File: src/rtl/jk_ff_driver_if.sv
// Target handshake bundle for jk_ff_driver.
//   i_TARGET        desired Q value offered by the producer
//   i_TARGET_VALID  target offered
//   o_TARGET_READY  target FIFO not full; transfer on valid & ready at a rising edge
// master: producer side, slave: jk_ff_driver side.
interface jk_ff_driver_if;
  logic i_TARGET;
  logic i_TARGET_VALID;
  logic o_TARGET_READY;

  modport master (output i_TARGET, output i_TARGET_VALID, input  o_TARGET_READY);
  modport slave  (input  i_TARGET, input  i_TARGET_VALID, output o_TARGET_READY);
endinterface

File: src/rtl/jk_ff_driver.sv
// Sequencer driving an external async-preset/reset JK flip-flop towards a
// stream of target Q values, and checking the flip-flop's fed-back Q.
//   i_CLOCK_POS / i_RESET_NEG   rising-edge clock, async active-low reset
//   tgt (slave)                 target valid/ready handshake into a DEPTH FIFO
//   i_INIT_REQ / i_INIT_VALUE   one-cycle async init of the flip-flop (1=preset)
//   i_SIGNAL_Q                  Q fed back from the driven flip-flop
//   o_SIGNAL_J / o_SIGNAL_K     registered excitation
//   o_FF_PRESET_NEG/RESET_NEG   registered active-low init pulses
//   o_SYNCED                    checker armed (any init done)
//   o_ERROR / o_ERR_COUNT       sticky mismatch flag / saturating mismatch count
//   o_BUSY                      FIFO non-empty or INIT in progress
module jk_ff_driver #(
  parameter int unsigned DEPTH       = 4,
  parameter bit          TOGGLE_MODE = 1'b1,
  parameter int unsigned CNT_W       = 8
) (
  input  logic             i_CLOCK_POS,
  input  logic             i_RESET_NEG,
  jk_ff_driver_if.slave    tgt,
  input  logic             i_INIT_REQ,
  input  logic             i_INIT_VALUE,
  input  logic             i_SIGNAL_Q,
  output logic             o_SIGNAL_J,
  output logic             o_SIGNAL_K,
  output logic             o_FF_PRESET_NEG,
  output logic             o_FF_RESET_NEG,
  output logic             o_SYNCED,
  output logic             o_ERROR,
  output logic [CNT_W-1:0] o_ERR_COUNT,
  output logic             o_BUSY
);

  localparam int unsigned AW = $clog2(DEPTH);
  localparam int unsigned CW = AW + 1;

  typedef enum logic [1:0] {S_IDLE, S_DRIVE, S_INIT} state_t;

  // state_d names the action taken at the coming edge; state_q then holds
  // that phase for the following cycle (so S_INIT lasts exactly one cycle).
  state_t state_q, state_d;

  logic [DEPTH-1:0] mem_q, mem_d;
  logic [AW-1:0]    wr_ptr_q, wr_ptr_d, rd_ptr_q, rd_ptr_d;
  logic [CW-1:0]    count_q, count_d;
  logic             q_model_q, q_model_d;
  logic             j_q, j_d, k_q, k_d;
  logic             preset_n_q, preset_n_d, reset_n_q, reset_n_d;
  logic             synced_q, synced_d;
  logic             s1_vld_q, s1_vld_d, s1_q, s1_d;
  logic             s2_vld_q, s2_vld_d, s2_q, s2_d;
  logic             error_q, error_d;
  logic [CNT_W-1:0] err_cnt_q, err_cnt_d;

  logic full, empty, push, pop, head, mismatch;

  assign full  = (count_q == CW'(DEPTH));
  assign empty = (count_q == '0);

  always_ff @(posedge i_CLOCK_POS or negedge i_RESET_NEG) begin
    if (!i_RESET_NEG) state_q <= S_IDLE;
    else              state_q <= state_d;
  end

  // Init wins over pop; otherwise pop whenever the FIFO held an entry before
  // this edge (no bypass of a same-cycle push).
  always_comb begin
    state_d = S_IDLE;
    if (i_INIT_REQ)  state_d = S_INIT;
    else if (!empty) state_d = S_DRIVE;
  end

  always_comb begin
    push       = tgt.i_TARGET_VALID && !full;
    pop        = (state_d == S_DRIVE);
    head       = mem_q[rd_ptr_q];

    mem_d      = mem_q;
    if (push) mem_d[wr_ptr_q] = tgt.i_TARGET;
    wr_ptr_d   = wr_ptr_q + AW'(push);
    rd_ptr_d   = rd_ptr_q + AW'(pop);
    count_d    = count_q + CW'(push) - CW'(pop);

    j_d        = 1'b0;
    k_d        = 1'b0;
    preset_n_d = 1'b1;
    reset_n_d  = 1'b1;
    q_model_d  = q_model_q;
    synced_d   = synced_q;

    case (state_d)
      S_INIT: begin
        preset_n_d = !i_INIT_VALUE;
        reset_n_d  = i_INIT_VALUE;
        q_model_d  = i_INIT_VALUE;
        synced_d   = 1'b1;
      end
      S_DRIVE: begin
        if (head != q_model_q) begin
          if (TOGGLE_MODE) begin
            j_d = 1'b1;
            k_d = 1'b1;
          end else begin
            j_d = head;
            k_d = !head;
          end
        end
        q_model_d = head;
      end
      default: ;
    endcase

    // Two-stage model delay matches excitation -> FF sample -> compare.
    // An init flushes stage 2 so the pre-init value is never compared.
    s1_vld_d  = 1'b1;
    s1_d      = q_model_d;
    s2_vld_d  = s1_vld_q && (state_d != S_INIT);
    s2_d      = s1_q;

    mismatch  = s2_vld_q && synced_q && (i_SIGNAL_Q != s2_q);
    error_d   = error_q || mismatch;
    err_cnt_d = err_cnt_q;
    if (mismatch && (err_cnt_q != '1)) err_cnt_d = err_cnt_q + CNT_W'(1);
  end

  always_ff @(posedge i_CLOCK_POS or negedge i_RESET_NEG) begin
    if (!i_RESET_NEG) begin
      mem_q      <= '0;
      wr_ptr_q   <= '0;
      rd_ptr_q   <= '0;
      count_q    <= '0;
      q_model_q  <= 1'b0;
      j_q        <= 1'b0;
      k_q        <= 1'b0;
      preset_n_q <= 1'b1;
      reset_n_q  <= 1'b1;
      synced_q   <= 1'b0;
      s1_vld_q   <= 1'b0;
      s1_q       <= 1'b0;
      s2_vld_q   <= 1'b0;
      s2_q       <= 1'b0;
      error_q    <= 1'b0;
      err_cnt_q  <= '0;
    end else begin
      mem_q      <= mem_d;
      wr_ptr_q   <= wr_ptr_d;
      rd_ptr_q   <= rd_ptr_d;
      count_q    <= count_d;
      q_model_q  <= q_model_d;
      j_q        <= j_d;
      k_q        <= k_d;
      preset_n_q <= preset_n_d;
      reset_n_q  <= reset_n_d;
      synced_q   <= synced_d;
      s1_vld_q   <= s1_vld_d;
      s1_q       <= s1_d;
      s2_vld_q   <= s2_vld_d;
      s2_q       <= s2_d;
      error_q    <= error_d;
      err_cnt_q  <= err_cnt_d;
    end
  end

  assign tgt.o_TARGET_READY = !full;
  assign o_SIGNAL_J         = j_q;
  assign o_SIGNAL_K         = k_q;
  assign o_FF_PRESET_NEG    = preset_n_q;
  assign o_FF_RESET_NEG     = reset_n_q;
  assign o_SYNCED           = synced_q;
  assign o_ERROR            = error_q;
  assign o_ERR_COUNT        = err_cnt_q;
  assign o_BUSY             = !empty || (state_q == S_INIT);

endmodule

File: src/flat_wrapper.sv
// flat-port wrapper written by rule: the top's interface ports become plain ports
module jk_ff_driver_flat 
#(
  parameter int unsigned DEPTH       = 4,
  parameter bit          TOGGLE_MODE = 1'b1,
  parameter int unsigned CNT_W       = 8
)
  (i_CLOCK_POS, i_RESET_NEG, i_INIT_REQ, i_INIT_VALUE, i_SIGNAL_Q, o_SIGNAL_J, o_SIGNAL_K, o_FF_PRESET_NEG, o_FF_RESET_NEG, o_SYNCED, o_ERROR, o_ERR_COUNT, o_BUSY, tgt_i_TARGET, tgt_i_TARGET_VALID, tgt_o_TARGET_READY);
  jk_ff_driver_if tgt_i ();
  input  logic i_CLOCK_POS;
  input  logic i_RESET_NEG;
  input  logic i_INIT_REQ;
  input  logic i_INIT_VALUE;
  input  logic i_SIGNAL_Q;
  output logic o_SIGNAL_J;
  output logic o_SIGNAL_K;
  output logic o_FF_PRESET_NEG;
  output logic o_FF_RESET_NEG;
  output logic o_SYNCED;
  output logic o_ERROR;
  output logic [CNT_W-1:0] o_ERR_COUNT;
  output logic o_BUSY;
  input wire logic [$bits(tgt_i.i_TARGET)-1:0] tgt_i_TARGET;
  input wire logic [$bits(tgt_i.i_TARGET_VALID)-1:0] tgt_i_TARGET_VALID;
  output wire logic [$bits(tgt_i.o_TARGET_READY)-1:0] tgt_o_TARGET_READY;
  assign tgt_i.i_TARGET = tgt_i_TARGET;
  assign tgt_i.i_TARGET_VALID = tgt_i_TARGET_VALID;
  assign tgt_o_TARGET_READY = tgt_i.o_TARGET_READY;
  jk_ff_driver #(.DEPTH(DEPTH), .TOGGLE_MODE(TOGGLE_MODE), .CNT_W(CNT_W)) u_core (.i_CLOCK_POS(i_CLOCK_POS), .i_RESET_NEG(i_RESET_NEG), .tgt(tgt_i), .i_INIT_REQ(i_INIT_REQ), .i_INIT_VALUE(i_INIT_VALUE), .i_SIGNAL_Q(i_SIGNAL_Q), .o_SIGNAL_J(o_SIGNAL_J), .o_SIGNAL_K(o_SIGNAL_K), .o_FF_PRESET_NEG(o_FF_PRESET_NEG), .o_FF_RESET_NEG(o_FF_RESET_NEG), .o_SYNCED(o_SYNCED), .o_ERROR(o_ERROR), .o_ERR_COUNT(o_ERR_COUNT), .o_BUSY(o_BUSY));
endmodule
File: config.mk
export PLATFORM = sky130hd
export DESIGN_NAME = jk_ff_driver_flat
export DESIGN_NICKNAME = d
export VERILOG_FILES = /design/src/rtl/jk_ff_driver_if.sv /design/src/rtl/jk_ff_driver.sv /design/src/flat_wrapper.sv
export SDC_FILE = /design/constraint.sdc
export NUM_CORES = 1
export LEC_CHECK = 0
export ABC_AREA = 1
export CELL_PAD_IN_SITES_DETAIL_PLACEMENT = 1
export CELL_PAD_IN_SITES_GLOBAL_PLACEMENT = 2
export CORE_ASPECT_RATIO = 2
export CORE_MARGIN = 2
export CORE_UTILIZATION = 31
export CTS_CLUSTER_DIAMETER = 120
export DETAILED_ROUTE_END_ITERATION = 8
export PLACE_DENSITY = 0.84
export SETUP_SLACK_MARGIN = 0.4
export SYNTH_ARGS = -nofsm -noshare
export SYNTH_HDL_FRONTEND = slang
export SYNTH_SLANG_ARGS = --single-unit
File: constraint.sdc
create_clock -name i_CLOCK_POS -period 2.4 [get_ports i_CLOCK_POS]
set_input_delay 0.6 -clock i_CLOCK_POS [delete_from_list [all_inputs] [get_ports i_CLOCK_POS]]
set_output_delay 0.6 -clock i_CLOCK_POS [all_outputs]
set_load 0.02 [all_outputs]
==> results.sh <==
export IMPL_crit_family="flip-flops"
export IMPL_total_leakage_power_uw=0.000934
export IMPL_drt_initial_drc_count=22
export IMPL_p_sw_frac=0.374
export IMPL_drt_first_pass_iters=4
export IMPL_syn_num_nets=168
export IMPL_clock_skew_ps=7.40
export IMPL_worstSetupStartpointType="flop"
export IMPL_post_route_period_util=0.822
export IMPL_path_class="reg -> out"
export IMPL_pwr_share_seq=0.423
export IMPL_layout_cells_most_common="nand2_1"
export IMPL_hold_ws_ps=445
export IMPL_whs_path_depth=0
export IMPL_synth_distinct_cells=26
export IMPL_critPathBufInv=2
export IMPL_drive_above_1_share=0.151
export IMPL_cts_buffer_depth=2
export IMPL_postCtsHoldBufs=0
export IMPL_finalInstanceArea_um2=1830
export IMPL_diodes=0
export IMPL_n_fill_cell=541
export IMPL_antenna_found_initial=0
export IMPL_yosys_warnings=0
export IMPL_grt_use_met1=0.153
export IMPL_layout_common_cells="55 x nand2_1, 28 x dfrtp_1, 15 x inv_1"
export IMPL_pwr_share_comb=0.356
export IMPL_irDropWorstVdd_mv=0.461
export IMPL_cts_tree="built"
export IMPL_worstPathMaxFanout=3
export IMPL_grt_overflow_total=0
export IMPL_grt_max_degree=31
export IMPL_design_core_area_um2=4340
export IMPL_setup_viol=0
export IMPL_r2r_start="u_core.count_q[1]"
export IMPL_grt_pass1_vias=1219
export IMPL_grt_use_total=0.146
export IMPL_vias=1146
export IMPL_power_internal_uw=1190
export IMPL_chipWidth_um=51.4
export IMPL_critPathMaxStageDelay_ps=410
export IMPL_dpl_cell_area_um2=1710
export IMPL_viasPerCell=4.66
export IMPL_drv_cap=0
export IMPL_slowest_stage="dfrtp_1"
export IMPL_critPathArrivalTime_ps=1370
export IMPL_power_density_nw_per_um2=1040
export IMPL_worstPathCellList="inv_2, nand3b_1, o21bai_1, clkdlybuf4s15_1"
export IMPL_syn_avg_cell_area_um2=8.86
export IMPL_hold_path_end="u_core.s2_q"
export IMPL_syn_cell_area_um2=1390
export IMPL_r2r_end="u_core.count_q[2]"
export IMPL_drv_slew=0
export IMPL_die_h_um=98.7
export IMPL_ios=23
export IMPL_ff2ff_path_depth=10
export IMPL_wl_um=3180
export IMPL_clkTransAtPathRegs_ps=70
export IMPL_setup_tns_ps=0
export IMPL_yosysSeqAreaShare=0.541
export IMPL_io_buffers=22
export IMPL_syn_inst=157
export IMPL_min_from="u_core.q_model_q"
export IMPL_drc_errors=0
export IMPL_grtUsageMet3=0.0303
export IMPL_dpl_hpwl_um=2420
export IMPL_p_sw_uw=712
export IMPL_grt_pass1_wl_um=5540
export IMPL_start_util=0.321
export IMPL_busiest_layer="met2"
export IMPL_clock_tree_root_cell="clkbuf_8"
export IMPL_clock_sinks=30
export IMPL_end_kind="output pin"
export IMPL_p_total_uw=1910
export IMPL_rrSetupSlack_ps=530
export IMPL_period_needed_ps=1970
export IMPL_rsz0062_at_grt="true"
export IMPL_wire_per_inst_um=12.9
export IMPL_cts_made_buffers=5
export IMPL_cts_htree_levels=2
export IMPL_ant_nets=0
export IMPL_critical_path_required_ps=1800
export IMPL_grt_util_met2=0.263
export IMPL_nets=202
export IMPL_place_congestion=0.756
export IMPL_status="finished clean"
export IMPL_clock_latency_ps=280
export IMPL_clock_fmax_mhz=507
export IMPL_finalHoldViolCount=0
export IMPL_area_growth_pct=31.4
export IMPL_hp_class="reg -> reg"
export IMPL_clkPwrFrac=0.221
export IMPL_dieArea_um2=5070
export IMPL_floorplan_rows=34
export IMPL_ys_ff_latch=30
layer usage:
layer	share of wire	up-vias	wire, um
met5	0	-	0
met4	0.023	0	73
met3	0.034	5	109
met2	0.58	22	1840
met1	0.36	567	1160
li1	-	552	-
Yosys cell counts:
| cell type | instances | share of area |
|---|---|---|
| buf_4 | 1 | 0.0054 |
| ha_1 | 3 | 0.027 |
| o21ai_1 | 5 | 0.018 |
| nand2_2 | 1 | 0.0045 |
| xor2_1 | 4 | 0.025 |
| nand3_2 | 1 | 0.0072 |
| nor2_2 | 1 | 0.0045 |
| dfrtp_1 | 28 | 0.50 |
| o21a_1 | 1 | 0.0054 |
| dfstp_2 | 2 | 0.038 |
| conb_1 | 1 | 0.0027 |
| inv_2 | 2 | 0.0054 |
| inv_1 | 16 | 0.043 |
| nor2_1 | 8 | 0.022 |
| or2_2 | 3 | 0.013 |
| fa_1 | 1 | 0.014 |
| nand3_1 | 6 | 0.022 |
| o21ai_0 | 4 | 0.014 |
| nand4_1 | 4 | 0.018 |
| nand2_4 | 1 | 0.0081 |
| xnor2_1 | 3 | 0.019 |
| nand3b_1 | 2 | 0.011 |
| nor2_4 | 1 | 0.0081 |
| and2_1 | 1 | 0.0045 |
| o21bai_1 | 1 | 0.0054 |
| nand2_1 | 56 | 0.15 |
flip-flops by register name, summed over array words and instances (netlist names):
register                count
u_core.state_q              2
u_core.o_ERR_COUNT          8
u_core.s2_vld_q             1
u_core.wr_ptr_q             2
u_core.count_q              3
u_core.o_ERROR              1
u_core.o_FF_PRESET_NEG      1
u_core.s1_vld_q             1
u_core.o_SYNCED             1
u_core.q_model_q            1
u_core.s2_q                 1
u_core.o_SIGNAL_J           1
u_core.rd_ptr_q             2
u_core.mem_q                4
u_core.o_FF_RESET_NEG       1
worst max-delay path by stage:
stage                                 start                end  slack (ps)  depth (start not counted)
after floorplan           u_core.count_q[1]  u_core.count_q[2]         570                          6
after global placement           i_INIT_REQ  u_core.count_q[2]         140                          9
after detailed placement         i_INIT_REQ  u_core.count_q[2]          70                          9
after CTS                 u_core.count_q[1]             o_BUSY         330                          4
after global routing      u_core.count_q[0]             o_BUSY         350                          4
final                     u_core.count_q[1]             o_BUSY         430                          4
cell type report:
class                      instances  area (um^2)  area share
clock inverter                     2         12.5     0.00684
tap                               54         67.6      0.0370
multi-input combinational        108          568       0.311
clock buffer                       6         82.6      0.0452
timing repair buffer              28          277       0.151
sequential                        30          753       0.412
inverter                          18         67.6      0.0370
per-stage QoR:
stage,std cells,worst slack (ps),util
2_1_floorplan,157,567,-
3_3_place_gp,237,138,0.394
3_5_place_dp,237,72.2,0.394
4_1_cts,245,334,0.415
5_1_grt,246,352,0.421
6_report,246,426,0.421
cells by family after synthesis:
group	Yosys count	share of synthesized area
compound gates	11	0.0432
xor+xnor	7	0.0441
fa+ha+maj	4	0.0414
buf+inv	19	0.0540
flops	30	0.541
other cells	1	0.00270
simple gates	85	0.273
repair_timing:
item                                    4_1_cts  5_1_grt
cloned                                        0        0
endpoints found under the setup margin        4        8
pin swaps                                     0        1
buffers inserted                              0        1
resized for setup                             3       10
power by group through the flow:
stage / clock network (uW) / registers, uW / logic (uW)
floorplan: 0 / 830 / 393
global placement: 0 / 804 / 647
detailed placement: 0 / 816 / 685
CTS: 435 / 810 / 687
global route: 456 / 831 / 783
finish: 421 / 806 / 680
Power figures use the tool's default switching activity.
